--- config.mk ---
export PLATFORM = sky130hd
export DESIGN_NAME = rr_arb_2x1_nbit
export DESIGN_NICKNAME = d
export VERILOG_FILES = /design/src/rtl/rr_arb_2x1_nbit_pkg.sv /design/src/rtl/mux_2x1_nbit.sv /design/src/rtl/rr_arb_2x1_nbit.sv
export SDC_FILE = /design/constraint.sdc
export NUM_CORES = 1
export LEC_CHECK = 0
export ABC_AREA = 1
export CAP_MARGIN = 25
export CORE_MARGIN = 3
export CORE_UTILIZATION = 29
export DETAILED_ROUTE_END_ITERATION = 16
export DONT_BUFFER_PORTS = 1
export GPL_ROUTABILITY_DRIVEN = 0
export PLACE_DENSITY_LB_ADDON = 0.25
export SLEW_MARGIN = 10
export SYNTH_ARGS = -nofsm -noshare
export SYNTH_HDL_FRONTEND = slang
export SYNTH_SLANG_ARGS = --single-unit
--- constraint.sdc ---
create_clock -name clk -period 1.6 [get_ports clk]
set_clock_uncertainty 0.15 [all_clocks]
set_input_delay 0.24 -clock clk [delete_from_list [all_inputs] [get_ports clk]]
set_output_delay 0.24 -clock clk [all_outputs]
set_load 0.02 [all_outputs]
--- src/rtl/rr_arb_2x1_nbit_pkg.sv ---
// rtl/rr_arb_2x1_nbit_pkg.sv - shared state and select encodings for the round-robin arbiter
package rr_arb_2x1_nbit_pkg;

  // Output register occupancy
  localparam logic ST_EMPTY = 1'b0;
  localparam logic ST_FULL  = 1'b1;

  // Mux select / grant encoding
  localparam logic SEL_W0 = 1'b0;
  localparam logic SEL_W1 = 1'b1;

endpackage

--- src/rtl/mux_2x1_nbit.sv ---
// rtl/mux_2x1_nbit.sv - combinational 2:1 N-bit select
module mux_2x1_nbit #(
  parameter int N = 3
) (
  input  logic [N-1:0] i_d0,
  input  logic [N-1:0] i_d1,
  input  logic         i_sel,
  output logic [N-1:0] o_y
);

  assign o_y = i_sel ? i_d1 : i_d0;

endmodule

--- src/rtl/rr_arb_2x1_nbit.sv ---
// rtl/rr_arb_2x1_nbit.sv - two-source round-robin arbiter with registered N-bit output
module rr_arb_2x1_nbit
  import rr_arb_2x1_nbit_pkg::*;
#(
  parameter int N  = 3,
  parameter int CW = 8
) (
  input  logic          clk,
  input  logic          rst_n,
  input  logic [N-1:0]  w0,
  input  logic          v0,
  output logic          rdy0,
  input  logic [N-1:0]  w1,
  input  logic          v1,
  output logic          rdy1,
  output logic [N-1:0]  f,
  output logic          f_valid,
  input  logic          f_ready,
  output logic          s,
  output logic [CW-1:0] gcnt0,
  output logic [CW-1:0] gcnt1
);

  localparam logic [CW-1:0] CNT_ONE = CW'(1);
  localparam logic [CW-1:0] CNT_MAX = '1;

  logic          r_state;
  logic          r_last;
  logic          r_s;
  logic [N-1:0]  r_f;
  logic [CW-1:0] r_gcnt0;
  logic [CW-1:0] r_gcnt1;

  logic          w_accept;
  logic          w_any;
  logic          w_gnt;
  logic          w_xfer;
  logic [N-1:0]  w_mux;

  // The register can take a word when it is empty or being drained this cycle
  assign w_accept = (r_state == ST_EMPTY) | f_ready;
  assign w_any    = v0 | v1;
  assign w_xfer   = w_accept & w_any;

  // Grant: a lone requester wins outright, contention goes to the source not served last
  always_comb begin
    w_gnt = SEL_W0;
    if (v0 && v1) begin
      w_gnt = ~r_last;
    end else if (v1) begin
      w_gnt = SEL_W1;
    end
  end

  // Ready is gated with rst_n so no source sees a handshake while the state is being forced
  assign rdy0 = rst_n & w_accept & v0 & (w_gnt == SEL_W0);
  assign rdy1 = rst_n & w_accept & v1 & (w_gnt == SEL_W1);

  mux_2x1_nbit #(
    .N (N)
  ) u_mux (
    .i_d0  (w0),
    .i_d1  (w1),
    .i_sel (w_gnt),
    .o_y   (w_mux)
  );

  // Output register FSM: loads on a transfer, holds data/select otherwise, tracks fairness and grant counts
  always_ff @(posedge clk) begin
    if (!rst_n) begin
      r_state <= ST_EMPTY;
      r_f     <= '0;
      r_s     <= SEL_W0;
      r_last  <= SEL_W1;
      r_gcnt0 <= '0;
      r_gcnt1 <= '0;
    end else begin
      if (w_xfer) begin
        r_f    <= w_mux;
        r_s    <= w_gnt;
        r_last <= w_gnt;
        if (w_gnt == SEL_W0) begin
          if (r_gcnt0 != CNT_MAX) r_gcnt0 <= r_gcnt0 + CNT_ONE;
        end else begin
          if (r_gcnt1 != CNT_MAX) r_gcnt1 <= r_gcnt1 + CNT_ONE;
        end
      end
      case (r_state)
        ST_EMPTY: if (w_xfer) r_state <= ST_FULL;
        ST_FULL:  if (f_ready && !w_any) r_state <= ST_EMPTY;
      endcase
    end
  end

  assign f       = r_f;
  assign s       = r_s;
  assign f_valid = (r_state == ST_FULL);
  assign gcnt0   = r_gcnt0;
  assign gcnt1   = r_gcnt1;

endmodule
=== Word-level counts from Yosys, hierarchy flattened ===
Cells that the tools add are included.

* Word-level logic and storage cells: 32
* Flip-flop bits (word level): 22

* Reductions and logical operators: 5
* $add $sub $neg: 2
* Equal/unequal tests: 2
* Mux-type cells: 6
* Bitwise gates (word level): 11

{| class="wikitable"
|+ Operators by type and width
! kind !! number
|-
| $add A8 B1 Y8 const B || 2
|-
| $ne A8 B8 Y1 const B || 2
|-
| $and A1 B1 Y1 || 6
|-
| $reduce_and A3 Y1 || 2
|-
| $mux W1 || 4
|-
| $mux W3 || 1
|-
| $not A1 Y1 || 3
|-
| $logic_and A1 B1 Y1 || 2
|-
| $or A1 B1 Y1 || 2
|-
| $pmux W1 S2 || 1
|-
| $logic_not A1 Y1 || 1
|}

=== Depth between registers and ports, before layout ===
Gate-level depths: netlist (run 1).

* Depth in word-level cells: 5
* Mapped depth: 9
* Depth with buffers taken out: 9

=== Hierarchy ===
Synthesis (run 1) repeated with hierarchy kept, for this count alone.

* Cell total of the unflattened synthesis: 179
* Area, all modules: 1223.7 um^2

{| class="wikitable"
|+ Modules (own cells, without submodules)
! module !! cells each !! instances !! area an instance (um^2)
|-
| rr_arb_2x1_nbit || 169 || 1 || 1186.1
|-
| mux_2x1_nbit || 10 || 1 || 37.5
|}

=== Least setup slack after synthesis (run 1) ===
Ideal clock, no wire load.

* Path kind: input-to-output
* Start: input port rst_n
* End: output port rdy0
* Stages on the path: 3
* Path slack: -0.009 ns
* Required time: 1.210 ns
* Arrival: 1.219 ns
* Cells stage by stage: buf_2 inv_1 nor4_1

* Word-level cells in the longest chain between the ends: 3

{| class="wikitable"
|+ Ends and longest elaborated chain
! item !! RTL line !! RTL
|-
| from (decl) || rr_arb_2x1_nbit.sv:9 || <nowiki>input logic rst_n,</nowiki>
|-
| $and A1 B1 Y1 (3 in series) || rr_arb_2x1_nbit.sv:56 || <nowiki>assign rdy0 = rst_n & w_accept & v0 & (w_gnt == SEL_W0);</nowiki>
|-
| to (decl) || rr_arb_2x1_nbit.sv:12 || <nowiki>output logic rdy0,</nowiki>
|}

Every way passes these cells.

=== Final worst setup path (run 1) ===
* Start: register r_last
* End: output port rdy1

* Word-level cells in the longest chain between the ends: 3

{| class="wikitable"
|+ Ends and longest elaborated chain
! item !! RTL line !! RTL
|-
| from (decl) || rr_arb_2x1_nbit.sv:28 || <nowiki>logic r_last;</nowiki>
|-
| from (signal assigned) || rr_arb_2x1_nbit.sv:81 || <nowiki>r_last <= w_gnt;</nowiki>
|-
| $not A1 Y1 || rr_arb_2x1_nbit.sv:49 || <nowiki>w_gnt = ~r_last;</nowiki>
|-
| $mux W1 || rr_arb_2x1_nbit.sv:48 || <nowiki>if (v0 && v1) begin</nowiki>
|-
| $and A1 B1 Y1 || rr_arb_2x1_nbit.sv:57 || <nowiki>assign rdy1 = rst_n & w_accept & v1 & (w_gnt == SEL_W1);</nowiki>
|-
| to (decl) || rr_arb_2x1_nbit.sv:15 || <nowiki>output logic rdy1,</nowiki>
|}

Every way passes these cells.

==> results of run 1 <==
==> sequential cells by signal, summed over array words and instances, names as in the netlist <==
signal   cells
gcnt0        8
s            1
r_last       1
f_valid      1
gcnt1        8
f            3
==> how the worst min path moves through the flow <==
stage	from	endpoint	slack (ns)	cells past startpoint
6_report	v0	f_valid	0.06	2
5_1_grt	v1	f_valid	0.06	2
4_1_cts	rst_n	f_valid	0.05	2
3_5_place_dp	rst_n	r_last	0.19	1
3_3_place_gp	rst_n	r_last	0.18	1
2_1_floorplan	w0[1]	f[1]	0.25	2
==> cell families (layout without fill, tap and decap cells) <==
| kind of cell | count (synthesis) | in the layout | synth area share (%) |
|---|---|---|---|
| AOI/OAI and AO/OA | 18 | 18 | 8.53 |
| xor gates and xnor gates | 5 | 5 | 3.55 |
| adders and majority gates | 2 | 2 | 2.03 |
| buffers and inverters | 27 | 56 | 9.64 |
| DFF | 22 | 22 | 35.7 |
| and+or+nand+nor | 109 | 109 | 40.5 |
==> final cells by class <==
cell class	instances	area, µm²
clock buffer	4	55.1
fill	411	2460
inverter	22	82.6
multi-input combinational	134	704
sequential	22	444
tap	50	62.6
timing repair buffer	30	246
==> repair_timing <==
item / in CTS / in global routing
setup endpoints to repair: 1 / 2
hold buffers: 7 / 0
hold endpoints to repair: 11 / 0
pin swaps: 1 / 1
gates resized for setup: 4 / 8
buffers inserted: 1 / 0
==> Yosys cell counts <==
cell,number
nor2_2,3
nand2_2,3
xor2_1,2
inv_2,2
o21bai_1,1
nor2_8,1
dfxtp_1,22
nor2_1,25
ha_1,2
xnor2_1,3
buf_6,1
a21oi_2,1
o21ai_2,1
nor4_1,1
a21oi_1,9
nand3_1,13
nand2_4,2
buf_4,2
a31oi_1,4
nand4_1,5
o21ai_0,2
buf_2,2
inv_1,20
nand3_2,2
nand2_1,54
==> stage by stage <==
step / utilization, % / instances / cell area, µm²
after global routing: 39.3 / 262 / 1600
after CTS: 38.8 / 262 / 1570
after detailed placement: 35.2 / 250 / 1430
final: 39.3 / 262 / 1600
after global placement: 35.2 / 250 / 1430
after floorplan: - / 183 / 1240
==> critical path, delay by kind of cell (launching register included) <==
family / cells / cell delay [ns]
buf+inv: 2 / 0.18
simple gates: 4 / 0.38
flops: 1 / 0.34
==> power breakdown <==
| group | switching (W) | internal [W] | total [W] |
|---|---|---|---|
| Clock | 0.000177 | 0.000219 | 0.000396 |
| Combinational | 0.000133 | 0.0000863 | 0.000219 |
| Sequential | 0.0000293 | 0.000574 | 0.000604 |
| Total | 0.000339 | 0.000880 | 0.00122 |
==> routing by layer <==
metal	routed length, µm	vias up
li1	-	638
met1	1480	515
met2	1320	30
met3	140	2
met4	21	0
met5	0	-
==> impl_metrics.ini, run 1 <==
[outcome]
outcome = completed

[logic_synthesis]
synth_fp_nets = 196
synth_top_area_share_pct = 35.7
syn_avg_cell_area_um2 = 6.73
ys_ff_latch = 22
yosys_warnings = 0
yosys.area.top_type = dfxtp_1
synth.distinct_cells = 25
netlist_instances = 183
synthTopCellsByArea = dfxtp_1 36%, nand2_1 16%, nor2_1 7.6%
ys_seq_area_share_pct = 35.7
synth_area_um2 = 1230

[critical_path]
path_class = reg -> out
crit_path_cell_trace = nand2_1 > nand2_2 > nor2_4 > inv_2 > nor2_4 > buf_6
startpoint = r_last
crit_fanout = 3
endpoint_kind = output pin
r2r.worst_path.cells = 10
cp_slowest_stage_delay_ns = 0.34
endpoint = rdy1
r2r_slack_ns = 0.15
required_ns = 1.21
timing.rr.end = gcnt1[0]
start_kind = register
crit_arrival_ns = 1.15
timing.critical_path.mode_cell = nor2_4
regToRegStartpoint = r_last
cpMaxStageDelayCell = dfxtp_2

[placed_design]
io_buffers = 0
dp.final_hpwl_um = 2200
place_ws_ns = 0.130

[clock_tree]
cts.clk_slew.worst_paths_ns = 0.08
cts.sinks = 22
clockBufferDepth = 2
cts_tree = built
htreeDepth = 1
clkLatencyLatePin_ns = 0.25
cts_made_buffers = 3
cts_root_buf = clkbuf_8

[global_route]
overflow = 0
grtUsageMet3_pct = 2.84
grt_pass1_wl_um = 5030
grt-busiest-layer = met2
grt_use_met2_pct = 18.5
antenna_found_initial = 0
grt_pass1_vias = 1092
gr-usage-met1_pct = 16.8
grt_usage_pct = 12.0
grt_max_degree = 14

[layout]
syn2layout_area_growth_pct = 29.4
layout-drive-gt1-share_pct = 24.1
nets = 226
final_cell_mix = 53 x nand2_1, 23 x nor2_1, 22 x buf_4
final_common_cell = nand2_1
n_antenna_cell = 0

[die]
ios = 34
dieArea_um2 = 5070
core_um2 = 4060
num_rows = 23
start_util_pct = 30.4
die_y_um = 71.2
fp.dieW_um = 71.2

[route]
wl_um = 2960
ant_nets = 0
firstDrtPassIters = 4
via_per_inst = 4.52
drc = 0
vias = 1185
drtIter0Drc = 74
post_drt_wl_per_cell_um = 11.3

[timing]
whs_ns = 0.0596
fin_ws_ns = 0.0581
fmax_ghz = 0.649
slew_viol_final = 0
finalCriticalPeriod_ns = 1.54
hold_viol = 0
tightest_slew_ns = 0.367
setup_viol = 0
max_slew_margin_pct = 75.5
tns_ns = 0
fin_crit_sh_pct = 96.4

[worst_hold_path]
hold_path.class = in -> reg

[pwr]
power.density_nw_per_um2 = 764
ir_drop_mv = 0.350
power_w = 0.00122
p_leak_nw = 0.700

[run]
cap_violations = 0
Note: power is estimated with default switching activity, not from simulation.
==> run 2: changes to the inputs <==
SYNTH_HIERARCHICAL = 1   (was unset)
==> run 2 against run 1 <==
Worst setup slack got worse by 0.0040 ns. Critical path depth stayed put. Highest routed layer unchanged. Critical endpoint unchanged. Critical path type unchanged. Routed wire length is 3.0% lower. Die area shrank 0.65%.
==> impl_metrics.ini, run 2 <==
[outcome]
outcome = completed

[critical_path]
crit_fanout = 3
crit_path_cell_trace = nand2_1 > nand2_2 > nor2_4 > inv_2 > nor2_2 > buf_6
startpoint = r_last
critPathBufInv = 2
crit_family = flip-flops
start_kind = register
path_class = reg -> out
endpoint_kind = output pin
cpMaxStageDelayCell = dfxtp_4
required_ns = 1.21
regToRegStartpoint = gcnt1[0]
cp_slowest_stage_delay_ns = 0.36
crit_arrival_ns = 1.16

[clock_tree]
cts_tree = built
cts.sinks = 22
clkLatencyLatePin_ns = 0.26
clockBufferDepth = 2
cts.clk_slew.worst_paths_ns = 0.09
cts_made_buffers = 3
cts_root_buf = clkbuf_8
htreeDepth = 1

[global_route]
grt_pass1_wl_um = 4660
grt_usage_pct = 11.5
overflow = 0
grt_pass1_vias = 1020
antenna_found_initial = 0
grt_max_degree = 14

[layout]
final_cell_mix = 44 x nand2_1, 28 x nor2_1, 22 x buf_4
nets = 218
n_antenna_cell = 0
final_common_cell = nand2_1
fin_cells = 252
syn2layout_area_growth_pct = 27.8
final_core_util_pct = 40.6
design_area_um2 = 1560
layout-drive-gt1-share_pct = 25.0

[die]
dieArea_um2 = 5040
start_util_pct = 31.8
ios = 34
die_y_um = 71.0
core_um2 = 3850
fp.dieW_um = 71.0
num_rows = 22

[worst_hold_path]
hold_path.class = in -> reg
holdCritStartpoint = rst_n

[logic_synthesis]
synthTopCellsByArea = dfxtp_1 36%, nand2_1 14%, nor2_1 9.2%
ys_ff_latch = 22
yosys_warnings = 6
synth_area_um2 = 1220
ys_top_cells_by_count = 45 x nand2_1, 30 x nor2_1, 22 x dfxtp_1, 17 x inv_1, 12 x nand3_1
yosysMostFrequentCell = nand2_1
netlist_instances = 179
yosys.area.top_type = dfxtp_1
synth.distinct_cells = 26
synthArstFlopShare_pct = 0
ys_seq_area_share_pct = 36.0
synth_top_area_share_pct = 36.0
synth_edf_count = 0
synth_fp_nets = 192
ys.flop_type = dfxtp_1
syn_avg_cell_area_um2 = 6.84

[run]
cap_violations = 0

[placed_design]
io_buffers = 0
dpl_cell_area_um2 = 1430
place_ws_ns = 0.157
placed_cells = 246
dp.final_hpwl_um = 2180

[route]
vias = 1120
firstDrtPassIters = 4
drtIter0Drc = 49
ant_nets = 0
post_drt_wl_per_cell_um = 11.4
via_per_inst = 4.44
drc = 0
wl_um = 2880

[timing]
fin_crit_sh_pct = 96.6
max_slew_margin_pct = 67.7
tns_ns = 0
tightest_slew_ns = 0.483
finalCriticalPeriod_ns = 1.55
hold_viol = 0
slew_viol_final = 0
setup_viol = 0
fin_ws_ns = 0.0541
rsz0062_at_grt = true
fmax_ghz = 0.647

[pwr]
ir_drop_mv = 0.400
power.density_nw_per_um2 = 848
p_leak_nw = 0.704
-- run 2: cell count changes in the layout (fill, tap and decap cells not counted), sizes merged, moves of 3 or more --
cell,change
dlygate4sd3,-6
nand2,-6
inv,-3
nor2,+6
o21ai,+4
-- run 2: worst paths after layout --
| kind | slack [ns] | endpoint | cells after the start |
|---|---|---|---|
| hold reg to reg | 0.37 | r_last | 2 |
| setup reg to reg | 0.18 | gcnt1[0] | 7 |
| setup / recovery | 0.05 | rdy1 | 6 |
| hold / removal | 0.07 | s | 2 |
-- run 2: cell type report --
cell class	count	area (µm²)
clock buffer	3	41.3
tap	48	60.1
fill	402	2290
clock inverter	1	30.0
timing repair buffer	24	186
multi-input combinational	135	731
sequential	22	444
inverter	19	71.3
-- run 2: power breakdown --
| part | total, W | switching [W] | leakage (nW) | internal, W |
|---|---|---|---|---|
| clock network | 0.000520 | 0.000186 | 0.0357 | 0.000334 |
| logic | 0.000205 | 0.000131 | 0.488 | 0.0000740 |
| registers | 0.000601 | 0.0000282 | 0.180 | 0.000572 |
| total | 0.00133 | 0.000346 | 0.704 | 0.000981 |
-- run 2: kinds of logic (layout without fill, tap and decap cells) --
family | Yosys count | in the layout | synth area share, %
AND/OR/NAND/NOR | 109 | 109 | 42.5
flip-flops | 22 | 22 | 36.0
buffers and inverters | 22 | 47 | 7.16
AO/OA/AOI/OAI | 20 | 20 | 9.41
XOR/XNOR | 4 | 4 | 2.86
adder cells (fa/ha/maj) | 2 | 2 | 2.04
-- run 2: per-stage QoR --
stage          total power, W  hold WS [ns]
2_1_floorplan        0.000746         0.226
3_3_place_gp         0.000799         0.201
3_5_place_dp         0.000799         0.189
4_1_cts               0.00135        0.0179
5_1_grt               0.00139        0.0925
6_report              0.00133        0.0746
-- run 2: what timing repair did --
action                                 4_1_cts  5_1_grt
gates resized for setup                      3        8
gates cloned                                 0        0
hold buffers                                 1        0
pin swaps                                    1        2
setup endpoints to repair                    2        2
buffers inserted                             1        0
endpoints found under the hold margin       13        0
-- run 2: layer usage --
metal / track usage [%] / wire (µm) / vias to the layer above
met1: 14.2 / 1340 / 472
met4: 3.13 / 18 / 0
met3: 3.84 / 211 / 2
met5: 0 / 0 / -
li1: - / - / 620
met2: 19.2 / 1310 / 26
